===== src/rtl/fwd_hazard_unit_if.sv =====
// ID-stage request and forwarding/hazard response bundle for fwd_hazard_unit.
// The pipeline controller drives through 'master'; the hazard unit sits on 'slave'.
interface fwd_hazard_unit_if #(
    parameter int AW    = 5,
    parameter int CNT_W = 16
);
    logic             id_valid_i;
    logic [AW-1:0]    id_rs1_i;
    logic [AW-1:0]    id_rs2_i;
    logic             id_rs1_used_i;
    logic             id_rs2_used_i;
    logic [AW-1:0]    id_rd_i;
    logic             id_regwrite_i;
    logic             id_memread_i;
    logic             flush_i;
    logic             mem_ready_i;
    logic [1:0]       fwd_a_o;
    logic [1:0]       fwd_b_o;
    logic             byp_a_o;
    logic             byp_b_o;
    logic             stall_o;
    logic             freeze_o;
    logic [CNT_W-1:0] lu_cnt_o;
    logic [CNT_W-1:0] frz_cnt_o;

    modport master (
        output id_valid_i, id_rs1_i, id_rs2_i, id_rs1_used_i, id_rs2_used_i,
        output id_rd_i, id_regwrite_i, id_memread_i, flush_i, mem_ready_i,
        input  fwd_a_o, fwd_b_o, byp_a_o, byp_b_o, stall_o, freeze_o,
        input  lu_cnt_o, frz_cnt_o
    );

    modport slave (
        input  id_valid_i, id_rs1_i, id_rs2_i, id_rs1_used_i, id_rs2_used_i,
        input  id_rd_i, id_regwrite_i, id_memread_i, flush_i, mem_ready_i,
        output fwd_a_o, fwd_b_o, byp_a_o, byp_b_o, stall_o, freeze_o,
        output lu_cnt_o, frz_cnt_o
    );
endinterface


===== src/rtl/fwd_hazard_unit.sv =====
// Operand forwarding, load-use stall and memory-freeze control for a 5-stage pipeline.
// Shadow copies of IDEX/EXMEM/MEMWB track in-flight writers; outputs are combinational.
module fwd_hazard_unit #(
    parameter int AW        = 5,
    parameter int CNT_W     = 16,
    parameter int WB_BYPASS = 1
) (
    input  logic             clk_i,
    input  logic             rst_i,
    fwd_hazard_unit_if.slave bus
);

    typedef struct packed {
        logic          v;
        logic [AW-1:0] rd;
        logic          rw;
        logic          mr;
    } stage_t;

    typedef struct packed {
        stage_t        base;
        logic [AW-1:0] rs1;
        logic [AW-1:0] rs2;
        logic          u1;
        logic          u2;
    } idex_t;

    typedef enum logic {
        S_RUN,
        S_FREEZE
    } state_t;

    localparam logic BYP_EN = (WB_BYPASS != 0);

    idex_t            r_idex;
    stage_t           r_exmem;
    stage_t           r_memwb;
    state_t           r_state;
    state_t           w_nextState;
    logic             w_freeze;
    logic [CNT_W-1:0] r_luCnt;
    logic [CNT_W-1:0] r_frzCnt;

    logic             w_idexSrc;
    logic             w_exmemSrc;
    logic             w_memwbSrc;
    logic             w_hazard;
    logic             w_stall;
    logic             w_exHitA;
    logic             w_exHitB;
    logic             w_wbHitA;
    logic             w_wbHitB;
    logic [1:0]       w_fwdA;
    logic [1:0]       w_fwdB;

    function automatic logic isSource(input stage_t s);
        return s.v & s.rw & (s.rd != '0);
    endfunction

    assign w_idexSrc  = isSource(r_idex.base);
    assign w_exmemSrc = isSource(r_exmem);
    assign w_memwbSrc = isSource(r_memwb);

    // A load still in EX cannot supply its data yet, so its consumer waits one cycle.
    assign w_hazard = bus.id_valid_i & w_idexSrc & r_idex.base.mr &
                      ((bus.id_rs1_used_i & (bus.id_rs1_i == r_idex.base.rd)) |
                       (bus.id_rs2_used_i & (bus.id_rs2_i == r_idex.base.rd)));
    assign w_stall  = w_hazard & ~bus.flush_i & bus.mem_ready_i;

    assign w_exHitA = w_exmemSrc & r_idex.u1 & (r_exmem.rd == r_idex.rs1);
    assign w_exHitB = w_exmemSrc & r_idex.u2 & (r_exmem.rd == r_idex.rs2);
    assign w_wbHitA = w_memwbSrc & r_idex.u1 & (r_memwb.rd == r_idex.rs1);
    assign w_wbHitB = w_memwbSrc & r_idex.u2 & (r_memwb.rd == r_idex.rs2);

    // The younger EXMEM result wins over MEMWB; an EXMEM load is never a source.
    always_comb begin
        w_fwdA = 2'b00;
        w_fwdB = 2'b00;
        if (r_idex.base.v) begin
            if (w_exHitA && !r_exmem.mr) begin
                w_fwdA = 2'b10;
            end else if (w_wbHitA) begin
                w_fwdA = 2'b01;
            end
            if (w_exHitB && !r_exmem.mr) begin
                w_fwdB = 2'b10;
            end else if (w_wbHitB) begin
                w_fwdB = 2'b01;
            end
        end
    end

    always_ff @(posedge clk_i) begin
        if (rst_i) begin
            r_state <= S_RUN;
        end else begin
            r_state <= w_nextState;
        end
    end

    always_comb begin
        w_nextState = S_RUN;
        w_freeze    = 1'b0;
        if (!bus.mem_ready_i) begin
            w_nextState = S_FREEZE;
            w_freeze    = 1'b1;
        end
    end

    // Stages hold while memory is busy; a stall or flush injects a bubble into IDEX.
    always_ff @(posedge clk_i) begin
        if (rst_i) begin
            r_idex  <= '0;
            r_exmem <= '0;
            r_memwb <= '0;
        end else if (bus.mem_ready_i) begin
            r_memwb <= r_exmem;
            r_exmem <= r_idex.base;
            if (bus.flush_i || w_stall) begin
                r_idex <= '0;
            end else begin
                r_idex <= '{
                    base: '{
                        v:  bus.id_valid_i,
                        rd: bus.id_rd_i,
                        rw: bus.id_regwrite_i,
                        mr: bus.id_memread_i
                    },
                    rs1: bus.id_rs1_i,
                    rs2: bus.id_rs2_i,
                    u1:  bus.id_rs1_used_i,
                    u2:  bus.id_rs2_used_i
                };
            end
        end
    end

    always_ff @(posedge clk_i) begin
        if (rst_i) begin
            r_luCnt  <= '0;
            r_frzCnt <= '0;
        end else begin
            if (w_stall && (r_luCnt != '1)) begin
                r_luCnt <= r_luCnt + 1'b1;
            end
            if (w_freeze && (r_frzCnt != '1)) begin
                r_frzCnt <= r_frzCnt + 1'b1;
            end
        end
    end

    assign bus.fwd_a_o   = w_fwdA;
    assign bus.fwd_b_o   = w_fwdB;
    assign bus.byp_a_o   = BYP_EN & w_memwbSrc & bus.id_rs1_used_i & (r_memwb.rd == bus.id_rs1_i);
    assign bus.byp_b_o   = BYP_EN & w_memwbSrc & bus.id_rs2_used_i & (r_memwb.rd == bus.id_rs2_i);
    assign bus.stall_o   = w_stall;
    assign bus.freeze_o  = w_freeze;
    assign bus.lu_cnt_o  = r_luCnt;
    assign bus.frz_cnt_o = r_frzCnt;

    // The stall logic must keep a load in EXMEM away from any matching consumer.
    assert property (@(posedge clk_i) disable iff (rst_i)
        !(r_idex.base.v && r_exmem.mr && (w_exHitA || w_exHitB)));

    assert property (@(posedge clk_i) disable iff (rst_i)
        (r_state == S_FREEZE) |-> ($stable(r_idex) && $stable(r_exmem) && $stable(r_memwb)));

endmodule


===== src/flat_wrapper.sv =====
// flat-port wrapper written by rule: the top's interface ports become plain ports
module fwd_hazard_unit_flat 
#(
    parameter int AW        = 5,
    parameter int CNT_W     = 16,
    parameter int WB_BYPASS = 1
)
  (clk_i, rst_i, bus_id_valid_i, bus_id_rs1_i, bus_id_rs2_i, bus_id_rs1_used_i, bus_id_rs2_used_i, bus_id_rd_i, bus_id_regwrite_i, bus_id_memread_i, bus_flush_i, bus_mem_ready_i, bus_fwd_a_o, bus_fwd_b_o, bus_byp_a_o, bus_byp_b_o, bus_stall_o, bus_freeze_o, bus_lu_cnt_o, bus_frz_cnt_o);
  fwd_hazard_unit_if #(.AW(AW), .CNT_W(CNT_W)) bus_i ();
  input  logic clk_i;
  input  logic rst_i;
  input wire logic [$bits(bus_i.id_valid_i)-1:0] bus_id_valid_i;
  input wire logic [$bits(bus_i.id_rs1_i)-1:0] bus_id_rs1_i;
  input wire logic [$bits(bus_i.id_rs2_i)-1:0] bus_id_rs2_i;
  input wire logic [$bits(bus_i.id_rs1_used_i)-1:0] bus_id_rs1_used_i;
  input wire logic [$bits(bus_i.id_rs2_used_i)-1:0] bus_id_rs2_used_i;
  input wire logic [$bits(bus_i.id_rd_i)-1:0] bus_id_rd_i;
  input wire logic [$bits(bus_i.id_regwrite_i)-1:0] bus_id_regwrite_i;
  input wire logic [$bits(bus_i.id_memread_i)-1:0] bus_id_memread_i;
  input wire logic [$bits(bus_i.flush_i)-1:0] bus_flush_i;
  input wire logic [$bits(bus_i.mem_ready_i)-1:0] bus_mem_ready_i;
  output wire logic [$bits(bus_i.fwd_a_o)-1:0] bus_fwd_a_o;
  output wire logic [$bits(bus_i.fwd_b_o)-1:0] bus_fwd_b_o;
  output wire logic [$bits(bus_i.byp_a_o)-1:0] bus_byp_a_o;
  output wire logic [$bits(bus_i.byp_b_o)-1:0] bus_byp_b_o;
  output wire logic [$bits(bus_i.stall_o)-1:0] bus_stall_o;
  output wire logic [$bits(bus_i.freeze_o)-1:0] bus_freeze_o;
  output wire logic [$bits(bus_i.lu_cnt_o)-1:0] bus_lu_cnt_o;
  output wire logic [$bits(bus_i.frz_cnt_o)-1:0] bus_frz_cnt_o;
  assign bus_i.id_valid_i = bus_id_valid_i;
  assign bus_i.id_rs1_i = bus_id_rs1_i;
  assign bus_i.id_rs2_i = bus_id_rs2_i;
  assign bus_i.id_rs1_used_i = bus_id_rs1_used_i;
  assign bus_i.id_rs2_used_i = bus_id_rs2_used_i;
  assign bus_i.id_rd_i = bus_id_rd_i;
  assign bus_i.id_regwrite_i = bus_id_regwrite_i;
  assign bus_i.id_memread_i = bus_id_memread_i;
  assign bus_i.flush_i = bus_flush_i;
  assign bus_i.mem_ready_i = bus_mem_ready_i;
  assign bus_fwd_a_o = bus_i.fwd_a_o;
  assign bus_fwd_b_o = bus_i.fwd_b_o;
  assign bus_byp_a_o = bus_i.byp_a_o;
  assign bus_byp_b_o = bus_i.byp_b_o;
  assign bus_stall_o = bus_i.stall_o;
  assign bus_freeze_o = bus_i.freeze_o;
  assign bus_lu_cnt_o = bus_i.lu_cnt_o;
  assign bus_frz_cnt_o = bus_i.frz_cnt_o;
  fwd_hazard_unit #(.AW(AW), .CNT_W(CNT_W), .WB_BYPASS(WB_BYPASS)) u_core (.clk_i(clk_i), .rst_i(rst_i), .bus(bus_i));
endmodule

===== config.mk =====
export PLATFORM = sky130hd
export DESIGN_NAME = fwd_hazard_unit_flat
export DESIGN_NICKNAME = d
export VERILOG_FILES = /design/src/rtl/fwd_hazard_unit_if.sv /design/src/rtl/fwd_hazard_unit.sv /design/src/flat_wrapper.sv
export SDC_FILE = /design/constraint.sdc
export NUM_CORES = 1
export LEC_CHECK = 0
export CAP_MARGIN = 20
export CORE_UTILIZATION = 50
export CTS_CLUSTER_DIAMETER = 30
export DETAILED_ROUTE_END_ITERATION = 7
export PLACE_DENSITY = 0.77
export REMOVE_ABC_BUFFERS = 1
export SLEW_MARGIN = 10
export SYNTH_ARGS = -nofsm -noshare
export SYNTH_HDL_FRONTEND = slang
export SYNTH_SLANG_ARGS = --single-unit

===== constraint.sdc =====
create_clock -name clk_i -period 4.35 [get_ports clk_i]
set_clock_uncertainty 0.1 [all_clocks]
set_input_delay 0.87 -clock clk_i [delete_from_list [all_inputs] [get_ports clk_i]]
set_output_delay 0.87 -clock clk_i [all_outputs]
set_load 0.02 [all_outputs]

# == Word level (Yosys, flattened, before mapping) ==
# Index checks and enable logic that the tools add are counted.
# totals
output_inout_bits,40
regBits,67
in_bits,24
# classes
n_mux,8
reduce_logical,9
eq_ne,10
n_addsub,2
n_bitwise,27
# ops
operator,count
$eq A5 B5 Y1,8
$add A16 B1 Y16 const B,2
$ne A16 B16 Y1 const B,2
$and A1 B1 Y1,25
$mux W20,1
$reduce_bool A5 Y1,3
$mux W2,4
$logic_and A1 B1 Y1,4
$mux W1,3
$logic_not A1 Y1,1
$logic_or A1 B1 Y1,1
$not A1 Y1,1
$or A1 B1 Y1,1

# == Logic depth before layout (Yosys ltp) ==
# Gate-level depths: netlist (run 1).
# logic_depth
word_depth,9
mapped_depth,8
depth_no_buf,6

# == Worst setup path after synthesis (run 1) ==
# OpenSTA, ideal clock, no wires.
# synth_timing
kind,input to output
from,input port bus_id_rs1_i[4]
to,output port bus_stall_o
t_required_ps,3380
path_buffers,3
stages,7
t_arrival_ps,2132
slack_ps,1248
path_cell_list,xor2_1 -> nor4_2 -> a32oi_1 -> buf_4 -> buf_6 -> buf_2 -> nor2_1
# synth_via
elab_chain_len,6
# synth_rtl
item,line_no,text
start: declaration,flat_wrapper.sv:13,input wire logic [$bits(bus_i.id_rs1_i)-1:0] bus_id_rs1_i;
$eq A5 B5 Y1,fwd_hazard_unit.sv:66,((bus.id_rs1_used_i & (bus.id_rs1_i == r_idex.base.rd)) |
$and A1 B1 Y1,fwd_hazard_unit.sv:66,
$or A1 B1 Y1,fwd_hazard_unit.sv:66,
$and A1 B1 Y1,fwd_hazard_unit.sv:65,assign w_hazard = bus.id_valid_i & w_idexSrc & r_idex.base.mr &
$and A1 B1 Y1 (2 in a row),fwd_hazard_unit.sv:68,assign w_stall = w_hazard & ~bus.flush_i & bus.mem_ready_i;
end: declaration,flat_wrapper.sv:26,output wire logic [$bits(bus_i.stall_o)-1:0] bus_stall_o;
# No other way between the ends.

# == Worst setup path after layout (run 1) ==
# Same ends and word-level chain as after synthesis.

==> results of run 1 <==
through the flow:
stage          area (µm²)  setup WS (ps)  hold WS, ps  instances
2_1_floorplan        3250            864          361        346
3_3_place_gp         4000            623          380        490
3_5_place_dp         4000            610          385        490
4_1_cts              4230            610          409        506
5_1_grt              4230            461          425        506
6_report             4230            606          411        506
layer usage:
layer / wire (µm) / GRT usage (%) / vias to the layer above
li1: - / - / 1454
met5: 0 / 0 / -
met2: 3650 / 36.7 / 92
met1: 3620 / 31.0 / 1391
met4: 131 / 10.8 / 0
met3: 411 / 4.65 / 11
critical path: stages:
cell	delay (ps)
clkdlybuf4s50_1	470
xor2_1	180
nor4_2	270
a32oi_1	200
nor2_1	160
clkdlybuf4s50_1	620
registers in the layout, summed over array words and instances, names as in the netlist:
name,flops
u_core.bus.frz_cnt_o,16
u_core.r_memwb,7
u_core.r_exmem,8
u_core.r_idex,20
u_core.bus.lu_cnt_o,16
cells by family after synthesis:
group | synth area share (%)
and+or+nand+nor | 23.2
DFF | 40.0
AOI/OAI and AO/OA | 12.6
xor gates and xnor gates | 13.8
buffers and inverters | 3.81
muxes | 5.79
adders and majority gates | 0.746
synthesized netlist by cell type:
| master | count | area [µm²] |
|---|---|---|
| o31a_1 | 2 | 17.5 |
| buf_2 | 6 | 30.0 |
| and4_1 | 3 | 26.3 |
| o2111ai_1 | 1 | 8.76 |
| a21oi_1 | 12 | 60.1 |
| o21ba_2 | 2 | 20.0 |
| o31ai_1 | 10 | 75.1 |
| buf_1 | 2 | 7.51 |
| nand2_1 | 12 | 45.0 |
| a32oi_1 | 1 | 8.76 |
| o211ai_1 | 1 | 7.51 |
| nand3b_1 | 2 | 15.0 |
| or4b_1 | 1 | 10.0 |
| nor4_2 | 2 | 25.0 |
| nor2b_1 | 4 | 25.0 |
| nor4_1 | 12 | 75.1 |
| nor2_1 | 43 | 161 |
| nand3_1 | 16 | 80.1 |
| dfxtp_1 | 67 | 1340 |
| nand4b_1 | 1 | 8.76 |
| and3_1 | 3 | 18.8 |
| xnor2_1 | 24 | 210 |
| o21ai_0 | 3 | 15.0 |
| a22o_1 | 20 | 175 |
| or4_1 | 12 | 90.1 |
| and2_1 | 3 | 18.8 |
| nand4_1 | 12 | 75.1 |
| inv_1 | 7 | 26.3 |
| mux2i_1 | 16 | 160 |
| a31oi_1 | 1 | 6.26 |
| a211oi_1 | 1 | 7.51 |
| xor2_1 | 29 | 254 |
| buf_6 | 1 | 11.3 |
| mux2_2 | 3 | 33.8 |
| clkbuf_1 | 12 | 45.0 |
| nand2b_1 | 4 | 25.0 |
| or3_1 | 3 | 18.8 |
| nor4b_1 | 4 | 35.0 |
| a211oi_2 | 1 | 12.5 |
| ha_1 | 2 | 25.0 |
| buf_4 | 1 | 7.51 |
| nor3_1 | 5 | 25.0 |
| o21a_1 | 1 | 7.51 |
cells in the final DEF (no fill, tap or decap), types with 12 or more instances in the layout:
cell / netlist / routed
nand2_1: 12 / 12
xor2_1: 29 / 29
or4_1: 12 / 12
xnor2_1: 24 / 24
dfxtp_1: 67 / 67
nand3_1: 16 / 16
mux2i_1: 16 / 16
nor2_1: 43 / 43
a21oi_1: 12 / 12
nand4_1: 12 / 12
clkdlybuf4s50_1: 0 / 62
a22o_1: 20 / 20
nor4_1: 12 / 12
power groups by stage:
stage / Combinational, W / Clock (W) / Sequential [W]
finish: 0.000105 / 0.000586 / 0.000641
global route: 0.000115 / 0.000617 / 0.000643
CTS: 0.000105 / 0.000592 / 0.000640
detailed placement: 0.000104 / 0 / 0.000655
global placement: 0.000102 / 0 / 0.000655
floorplan: 0.0000486 / 0 / 0.000652
area by class of cell:
| type | instances | area (µm²) |
|---|---|---|
| multi-input combinational | 272 | 1880 |
| sequential | 67 | 1340 |
| fill | 564 | 2190 |
| inverter | 7 | 26.3 |
| clock buffer | 9 | 124 |
| tap | 77 | 96.3 |
| clock inverter | 7 | 101 |
| timing repair buffer | 67 | 656 |
worst paths after layout:
kind,end,cells after the start,from,slack (ps)
setup / recovery,bus_stall_o,6,bus_id_rs1_i[4],610
hold / removal,u_core.r_idex[0]$_SDFFE_PP0P_,1,u_core.r_idex[0]$_SDFFE_PP0P_,410
setup reg to reg,u_core.r_idex[3]$_SDFFE_PP0P_,6,u_core.r_idex[18]$_SDFFE_PP0P_,1780
hold reg to reg,u_core.r_idex[0]$_SDFFE_PP0P_,1,u_core.r_idex[0]$_SDFFE_PP0P_,410
==> run metrics, run 1 <==
status finished with violations; failing checks DRC; Initial DRT Pass Iterations 7; hold crit path type register to register; Post-Synthesis Cells 368; clk_lat worst skew 360 ps; area of the core 6420 µm²; synth warn 0; Post-Syn Area 3350 µm²; DRT iter0 DRCs 184; startpoint types input port; Layout area overhead 26.1%; starting density of the core 52.2%; PostCTS Resize Cnt 0; postcts setup bufs 0; Avg WL per Cell 15.4 µm; Final min period 3740 ps; Max FO, Critical Path 3; Switch Pwr 0.000327 W; power after layout 0.00133 W; Max Cap Violations 0; Final HPWL DP 5.48 mm; CP endpoint kind output pin; largest net degree at the start of global routing 34; share of cells above drive strength 1 6.76%; antenna-violating nets left 0; PD cells 315 nW/µm²; Core Util, Final 65.8%; Slew @ Worst Pin 783 ps; Nets 450; Hold Violations, Final 0; CTS tree built; die width 83.9 µm; clock share of power 44.0%; Combinational Power Share 7.9%; Flop pwr share 48.1%; period utilization 86.1%; Pint 0.00100 W; H-tree levels 3; Sw Ratio 24.6%; io pins 64; Port Buffers 63; Ant. Diodes 0; number of global-route vias before repair 2,628; Max VDD drop 0.249 mV; Pleak 1.54 nW; DIE AREA 7040 µm²; Distinct cells, synth 43; relative slew slack 47.8%; flops & latches, synth 67; CP Class input port to output pin; global-route usage over all layers 23.4%; GP Congestion 0.898; RSZ-0062 raised after global routing no; Clock Path Buffers 2; CTS Root Cell clkbuf_8; Worst EP arrival 2770 ps; Max Clk Rate 267 MHz; final setup TNS 0 ps; post-synthesis average cell area 9.11 µm²; Setup-failing EPs final 0; CP required 3380 ps; Site Rows 29; Via density 5.83; Clock Sinks 67; overflow left after global routing 0; clock buffer count from CTS 9; Slew Viols, Final 0; global-route wire length before repair 12.9 mm; initial antenna violation count 0; Die Span Y 83.9 µm; via count 2,948; clk slew on worst S/H paths 70 ps; DRC 12; Routed WL 7.81 mm; cts hold-fix bufs 0; sequential cell area fraction in the yosys report 40.0%
Power figures use the tool's default switching activity.
==> run 2, diff against run 1 <==
Settings changed: PLACE_DENSITY 0.77 to unset, PLACE_DENSITY_LB_ADDON set to 0.25.
==> run 2 against run 1 <==
Compared with the run above:
- sequential share of layout area rose by 0.25 points
- the run still ends with DRC left
- critical path type unchanged
- clock power is 13% lower
- sequential cell count unchanged
- non-clock buffer count unchanged
- critical endpoint unchanged
==> run metrics, run 2 (synthesis results as in run 1) <==
status finished with violations; failing checks DRC; Clock Sinks 67; most used cell, CP clkdlybuf4s50_1; Hold WS 410 ps; CP required 3380 ps; Die Span Y 83.9 µm; most common cell after layout, fill and taps aside dfxtp_1; Avg WL per Cell 15.7 µm; Pleak 1.53 nW; CP Class input port to output pin; Final min period 3740 ps; Max Clk Rate 268 MHz; clk_lat worst skew 350 ps; global-route wire length before repair 13.3 mm; die width 83.9 µm; GP Congestion 0.880; Port Buffers 63; Initial DRT Pass Iterations 7; clk slew on worst S/H paths 60 ps; DRT iter0 DRCs 147; global-route usage over all layers 24.0%; CP endpoint kind output pin; largest net degree at the start of global routing 34; Max FO, Critical Path 3; Slew @ Worst Pin 790 ps; max reg flops 20; Via density 5.94; initial antenna violation count 0; postcts setup bufs 0; area of the core 6420 µm²; fill count 545; RSZ-0062 raised after global routing no; DRC 8; DIE AREA 7040 µm²; antenna-violating nets left 0; worst stage delay on the critical path 620 ps; starting density of the core 52.2%; Nets 450; clock buffer count from CTS 9; CTS tree built; Slew Viols, Final 0; Max VDD drop 0.168 mV; CP Cell Sequence clkdlybuf4s50_1 -> xor2_1 -> nor4_1 -> a32oi_1 -> nor2_1 -> clkdlybuf4s50_1; most frequent cells in the layout dfxtp_1, clkdlybuf4s50_1, nor2_1; hold crit path type register to register; number of global-route vias before repair 2,735; startpoint types input port; buffers and inverters on the worst path 2; Final Instance Area 4200 µm²; overflow left after global routing 0; via count 3,004; Layout area overhead 25.2%; dpl cell area 4010 µm²; Worst Slack Setup Final 614 ps; period utilization 85.9%; Site Rows 29; CTS Root Cell clkbuf_8; PostCTS Resize Cnt 0; final setup TNS 0 ps; Clock Path Buffers 2; Setup-failing EPs final 0; Top delay family on crit path buffers and inverters; PD cells 299 nW/µm²; share of cells above drive strength 1 5.59%; cts hold-fix bufs 0; Worst EP arrival 2770 ps; Ant. Diodes 0; relative slew slack 47.1%; Hold Violations, Final 0; H-tree levels 3; CP max-delay cell clkdlybuf4s50_1; DP Worst Slack 599 ps; Routed WL 7.95 mm; Biggest register u_core.r_idex; io pins 64; Max Cap Violations 0; Final HPWL DP 5.57 mm
run 2: cell type report:
cell class              instances  area [µm²]  share of cell area [%]
clock buffers                  14         153                    3.64
clock inverters                 2        35.0                   0.835
inverters                       7        26.3                   0.626
multi-input cells             272        1880                    44.9
flip-flops and latches         67        1340                    32.0
well taps                      77        96.3                    2.30
repair buffers                 67         661                    15.7
run 2: per-stage QoR:
| step | total power [W] | util, % | instances |
|---|---|---|---|
| floorplan | 0.000701 | - | 346 |
| CTS | 0.00126 | 65.3 | 506 |
| global route | 0.00131 | 65.3 | 506 |
| detailed placement | 0.000759 | 62.4 | 490 |
| finish | 0.00125 | 65.3 | 506 |
| global placement | 0.000757 | 62.4 | 490 |
run 2: report_power, final:
part	switching (W)	total, W	internal (W)
clock network	0.000227	0.000507	0.000281
registers	0.0000171	0.000642	0.000625
logic	0.0000499	0.000104	0.0000544
total	0.000294	0.00125	0.000960
run 2: final timing paths:
| path | startpoint | to | slack (ps) | cells past startpoint |
|---|---|---|---|---|
| max | bus_id_rs2_i[2] | bus_stall_o | 610 | 6 |
| min | u_core.r_memwb[7]$_SDFFE_PP0P_ | u_core.r_memwb[7]$_SDFFE_PP0P_ | 410 | 2 |
| max reg2reg | u_core.bus.lu_cnt_o[1]$_SDFFE_PP0P_ | u_core.bus.lu_cnt_o[0]$_SDFFE_PP0P_ | 1830 | 6 |
| min reg2reg | u_core.r_memwb[7]$_SDFFE_PP0P_ | u_core.r_memwb[7]$_SDFFE_PP0P_ | 410 | 2 |
run 2: worst min-delay path, delay by kind of cell, from the launching register on:
family           cells  cell delay, ps
flip-flops           1             340
multiplexers         1              70
AND/OR/NAND/NOR      1              70
run 2: routing by layer:
layer / wire, µm / global-route usage [%] / up-vias
li1: - / - / 1451
met1: 3470 / 30.8 / 1454
met2: 3940 / 38.7 / 79
met3: 387 / 5.93 / 20
met4: 159 / 9.09 / 0
met5: 0 / 0 / -
==> run 3, diff against run 2 <==
Settings changed: SLEW_MARGIN 10 to 20.
==> results of run 3 <==
Final layout, timing and power as in run 2 (identical DEF).
